`config.mk`:
```
export PLATFORM = sky130hd
export DESIGN_NAME = switch_press_counter
export DESIGN_NICKNAME = d
export VERILOG_FILES = /design/src/rtl/display_pkg.sv /design/src/rtl/debounce_filter.sv /design/src/rtl/switch_press_counter.sv
export SDC_FILE = /design/constraint.sdc
export NUM_CORES = 1
export LEC_CHECK = 0
export ABC_AREA = 1
export CAP_MARGIN = 20
export CORE_MARGIN = 3
export CORE_UTILIZATION = 45
export CTS_BUF_LIST = sky130_fd_sc_hd__clkbuf_4
export DETAILED_ROUTE_END_ITERATION = 7
export GPL_TIMING_DRIVEN = 0
export HOLD_SLACK_MARGIN = 0.06
export REMOVE_ABC_BUFFERS = 1
export SETUP_SLACK_MARGIN = 0.15
export SYNTH_ARGS = -nofsm -noshare
export SYNTH_HDL_FRONTEND = slang
export SYNTH_HIERARCHICAL = 1
export SYNTH_SLANG_ARGS = --single-unit
```
`constraint.sdc`:
```
create_clock -name i_clk -period 3 [get_ports i_clk]
set_input_delay 0.45 -clock i_clk [delete_from_list [all_inputs] [get_ports i_clk]]
set_output_delay 0.45 -clock i_clk [all_outputs]
set_load 0.02 [all_outputs]
```
`src/rtl/display_pkg.sv`:
```
// Shared widths and digit helpers for the two-digit display path.
// Consumers: switch_press_counter (and its BCD option, SWITCH_PRESS_COUNTER_BCD_EN).
package display_pkg;

    localparam int DIGIT_W = 4;
    localparam int COUNT_W = 8;
    localparam logic [DIGIT_W-1:0] BCD_MAX_DIGIT = 4'd9;

    // Two-digit BCD increment, 99 rolls over to 00.
    function automatic logic [COUNT_W-1:0] bcd_inc(input logic [COUNT_W-1:0] value);
        logic [DIGIT_W-1:0] hi;
        logic [DIGIT_W-1:0] lo;
        hi = value[COUNT_W-1:DIGIT_W];
        lo = value[DIGIT_W-1:0];
        if (lo >= BCD_MAX_DIGIT) begin
            lo = '0;
            hi = (hi >= BCD_MAX_DIGIT) ? '0 : hi + DIGIT_W'(1);
        end else begin
            lo = lo + DIGIT_W'(1);
        end
        return {hi, lo};
    endfunction

endpackage

```
`src/rtl/debounce_filter.sv`:
```
// Two-flop synchroniser plus a restartable debounce window for one raw button level.
module debounce_filter #(
    parameter int DEBOUNCE_LIMIT = 250000
) (
    input  logic i_clk,
    input  logic i_rst_n,
    input  logic i_raw,
    output logic o_stable
);

    localparam int CNT_W = $clog2(DEBOUNCE_LIMIT);
    localparam logic [CNT_W-1:0] CNT_LAST = CNT_W'(DEBOUNCE_LIMIT - 1);

    logic             s1;
    logic             s2;
    logic [CNT_W-1:0] cnt;
    logic             stable;

    always_ff @(posedge i_clk or negedge i_rst_n) begin
        if (!i_rst_n) begin
            s1     <= 1'b0;
            s2     <= 1'b0;
            cnt    <= '0;
            stable <= 1'b0;
        end else begin
            s1 <= i_raw;
            s2 <= s1;
            // Any sample that agrees with the stable level restarts the window.
            if (s2 != stable) begin
                if (cnt == CNT_LAST) begin
                    stable <= s2;
                    cnt    <= '0;
                end else begin
                    cnt <= cnt + CNT_W'(1);
                end
            end else begin
                cnt <= '0;
            end
        end
    end

    assign o_stable = stable;

endmodule

```
`src/rtl/switch_press_counter.sv`:
```
// Debounced push-button press counter feeding a two-digit seven-segment display.
// Define SWITCH_PRESS_COUNTER_BCD_EN for a 00-99 BCD count; default is an 8-bit hex count.
module switch_press_counter
    import display_pkg::*;
#(
    parameter int DEBOUNCE_LIMIT = 250000
) (
    input  logic               i_clk,
    input  logic               i_rst_n,
    input  logic               i_switch,
    input  logic               i_clear,
    output logic [DIGIT_W-1:0] o_digit_hi,
    output logic [DIGIT_W-1:0] o_digit_lo,
    output logic               o_press_pulse
);

    logic               stable;
    logic               stable_d;
    logic               rise;
    logic [COUNT_W-1:0] count;
    logic [COUNT_W-1:0] count_next;
    logic               press_pulse;

    debounce_filter #(
        .DEBOUNCE_LIMIT(DEBOUNCE_LIMIT)
    ) u_debounce (
        .i_clk   (i_clk),
        .i_rst_n (i_rst_n),
        .i_raw   (i_switch),
        .o_stable(stable)
    );

    assign rise = stable & ~stable_d;

`ifdef SWITCH_PRESS_COUNTER_BCD_EN
    assign count_next = bcd_inc(count);
`else
    assign count_next = count + COUNT_W'(1);
`endif

    // Clear wins over a coinciding press; that press is dropped.
    always_ff @(posedge i_clk or negedge i_rst_n) begin
        if (!i_rst_n) begin
            stable_d    <= 1'b0;
            count       <= '0;
            press_pulse <= 1'b0;
        end else begin
            stable_d <= stable;
            if (i_clear) begin
                count       <= '0;
                press_pulse <= 1'b0;
            end else if (rise) begin
                count       <= count_next;
                press_pulse <= 1'b1;
            end else begin
                press_pulse <= 1'b0;
            end
        end
    end

    assign o_digit_hi    = count[COUNT_W-1:DIGIT_W];
    assign o_digit_lo    = count[DIGIT_W-1:0];
    assign o_press_pulse = press_pulse;

endmodule

```
-- Word-level counts from Yosys, hierarchy flattened
Index checks and enable logic that the tools add are counted.
- register bits: 31
- output and inout bits: 9
- logic and storage cells: 21
- add/sub/neg operators: 2
- eq/ne operators: 2
- multiplexer cells: 6
- bitwise logic cells: 2
- reductions and logical operators: 2
- operator list (kind ; number):
    $mux 18 ; 2
    $add 18x1->18 const B ; 1
    $eq 18x18->1 const B ; 1
    $mux 8 ; 2
    $add 8x1->8 const B ; 1
    $mux 1 ; 2
    $reduce_and 2->1 ; 1
    $reduce_bool 2->1 ; 1
    $and 1x1->1 ; 1
    $ne 1x1->1 ; 1
    $not 1->1 ; 1

-- Logic depth before layout (Yosys ltp)
- word-level depth: 4
- mapped depth: 9

-- By module
Netlist, hierarchy kept.
- by module, submodules not included (module ; instances ; cells each ; area an instance (um^2)):
    debounce_filter ; 1 ; 143 ; 1136.1
    switch_press_counter ; 1 ; 60 ; 486.7

-- Least setup slack after synthesis
OpenSTA, ideal clock, no wires.
- path type: flip-flop to flip-flop
- start point: reg count[1]
- end point: reg count[6]
- library setup time: 0.113 ns
- arrival: 1.142 ns
- required time: 2.887 ns
- path slack: 1.745 ns
- stages on the path, launching flop included: 9
- path buffers: 0
- clock period less this slack: 1.255 ns
- path through: dfrtp_1 -> ha_1 -> nand2_1 -> nor2_2 -> nand2_1 -> nand2_1 -> nand2_1 -> nand2_1 -> inv_1
- word-level cells in the longest chain between the ends: 3
- ends and longest elaborated chain (item ; RTL line ; source):
    start: declaration ; switch_press_counter.sv:20 ; logic [COUNT_W-1:0] count;
    start signal: assignment ; switch_press_counter.sv:53 ; count <= count_next;
    $add 8x1->8 ; switch_press_counter.sv:38 ; assign count_next = count + COUNT_W'(1);
    $mux 8 ; switch_press_counter.sv:52 ; end else if (rise) begin
    $mux 8 ; switch_press_counter.sv:49 ; if (i_clear) begin
No other way between the ends. The select of a mux whose other input is x is not followed.
A chain may end at the register's enable or synchronous reset.

-- Final worst setup path
- start point: reg count[2]
- end point: out o_digit_lo[2]
- RTL lines (item ; RTL line ; source):
    end: declaration ; switch_press_counter.sv:13 ; output logic [DIGIT_W-1:0] o_digit_lo,
No word-level cell between the ends.

==> run metrics <==
outcome=finished, final reports clean; Core Area=3420 sq um; Peak VDD IR=between 0.0002 and 0.0003 V; R2R Path Start=u_debounce/o_stable; Syn. warnings=6; Worst EP required=2550 ps; Post-Synthesis Cell Area=around 1600 sq um; max cap viols=0; CP max-delay cell=clkdlybuf4s50_1; hold slack=roughly 150 ps; P&R area growth vs syn=13.2%; first-pass GRT wire length=roughly 5400 um; Diodes inserted=0; Util after Layout=between 50% and 60%; worst-path fanout max=5; Post-synth top cells=nand2_1, nor2_1, dfrtp_1; Pins Over Slew Limit=0; Final period util=just over 60%; vias in the first global route=1209; Tmin final=about 1900 ps; R2R Path End=u_debounce/cnt[10]; cell area after layout=roughly 1800 sq um; final net count=about 230; CP Cell Sequence=clkdlybuf4s50_1; Final Power=roughly 0.7 mW; Clock Tree Buf Depth=2; critical path data arrival time=between 1000 and 1500 ps; Seq/Total Area, Yosys=a little under half; setup TNS=0 ps; startpoint types=flop; wire per inst=~12 um; Crit. Startpoint=count[2]; Clock Sinks=31; most common cell in the netlist=nand2_1; Port Buffers=12; Synth Register Bits=31; Area contributors post-synth=dfrtp_1, nand2_1, nor2_1; gr ovfl total=0; initial antenna violation count=0; R2R cell count=4; first drt pass iteration count=4; crit path to=o_digit_lo[2]; Most used DFF post-synth=dfrtp_1; # hold bufs at CTS=0; fmax=~540 MHz; kind of end point of the critical path=output pin; Setup Buffers After CTS=0; TritonCTS clock tree=built; GRT Util Overall=16.5%; Final setup viols=0; crit-path leading delay family=buffers and inverters; Starting Density=approximately 48%; synth unique cells=23; DP Cell Count=between 200 and 300; final setup margin=1140 ps; vias per inst=roughly 4.8; measured slew at the worst slew-check pin=~700 ps; CP bufs+invs=1; Post-synth EDFFs=0; non-filler cells, final=between 200 and 300; DRT iter0 DRCs=45; RePlAce Congestion=0.839; clock buffer count from CTS=5; CP max stage delay=about 640 ps; proportion of layout cells with a drive suffix above 1=about an eighth; relative slew slack=between 50% and 60%; Avg Synthesized Cell Area=between 7 and 8 sq um; Antenna Nets Post-Route=0; pin count of the biggest net entering global routing=32; Via Count=approximately 1300; number of top-level pins=13; Hold Path Class=in -> async; final hold vios=0; RSZ-0062 raised after global routing=false; placed inst area=around 1800 sq um; row count=21; Power Density=about 370 nW/um^2; CTS root buffer=clkbuf_4; Leakage=~0.84 nW; overall routed net length=roughly 3100 um; CTS clk-pin slew, worst paths=roughly 100 ps; WS Path Type=reg -> out; Die X=between 60 and 70 um; Crit. path cell count=1; PostCTS Resize Cnt=0; Async SR Flop Fraction=100%; Syn Inst Count=between 200 and 250; Placement Setup Slack=roughly 1500 ps; Final Skew=9.86 ps; dpl hpwl=around 2300 um; drc violations=0; area leader, netlist=dfrtp_1; H-tree levels=2; die area=roughly 4400 sq um; Die Y=roughly 66 um; reg2reg setup slack=between 1000 and 1500 ps; Clock Latency Late Sink=330 ps; area share of the largest cell type after synthesis=47.8%
how the worst min path moves through the flow:
| stage | endpoint | depth (start not counted) |
|---|---|---|
| 6_report | u_debounce/cnt[16] | 1 |
| 5_1_grt | u_debounce/cnt[0] | 1 |
| 3_3_place_gp | u_debounce/s2 | 0 |
| 2_1_floorplan | count[0] | 0 |
| 3_5_place_dp | u_debounce/s2 | 0 |
| 4_1_cts | u_debounce/cnt[5] | 1 |
cell usage in the layout, fill, tap and decap left out, types with 2 or more instances in the layout:
cell,Yosys,routed
o21ai_0,4,4
nand2_1,43,43
dfrtp_1,31,31
nor3_1,2,2
nand4_1,3,3
xnor2_1,2,2
inv_2,2,2
ha_1,2,2
xor2_1,8,8
nand3_2,2,2
a21oi_1,7,7
nand2_2,5,5
nand3_1,13,13
nor2_4,4,4
inv_1,26,26
o21ai_1,2,2
clkdlybuf4s50_1,0,11
nor2_1,36,36
clkbuf_4,0,5
nor2_2,6,6
cells by family (layout without fill, tap and decap cells):
family / count (synthesis) / in the layout / share of synthesized area (%)
flip-flops: 31 / 31 / 47.8
AO/OA/AOI/OAI: 15 / 15 / 5.01
XOR/XNOR: 10 / 10 / 5.40
buffers and inverters: 29 / 47 / 6.78
adder cells (fa/ha/maj): 2 / 2 / 1.54
AND/OR/NAND/NOR: 116 / 116 / 33.5
metal layers:
metal  up-vias  global-route usage (%)  share of wire, %
met4         0                    6.85              0.80
met5         -                       0                 0
li1        664                       -                 -
met3         2                    4.08               2.4
met2        14                    25.8                45
met1       600                    21.8                52
area by class of cell:
| type | count | area (sq um) |
|---|---|---|
| Timing Repair Buffer | 12 | 115 |
| Clock buffer | 5 | 37.5 |
| Clock inverter | 2 | 8.76 |
| Multi-Input combinational cell | 143 | 737 |
| Fill cell | 349 | 1580 |
| Tap cell | 46 | 57.6 |
| Sequential cell | 31 | 776 |
| Inverter | 28 | 105 |
registers in the layout, indices dropped and copies added (netlist names):
| signal | flops |
|---|---|
| u_debounce/cnt | 18 |
| count | 8 |
| o_press_pulse | 1 |
| stable_d | 1 |
| u_debounce/o_stable | 1 |
| u_debounce/s1 | 1 |
| u_debounce/s2 | 1 |
power breakdown:
group	switching, mW	leakage, nW	internal, mW
clock	0.144	0.0285	0.0830
sequential	0.00402	0.426	0.422
combinational	0.0199	0.390	0.00786
No activity file was read; power rests on OpenSTA's default activity.
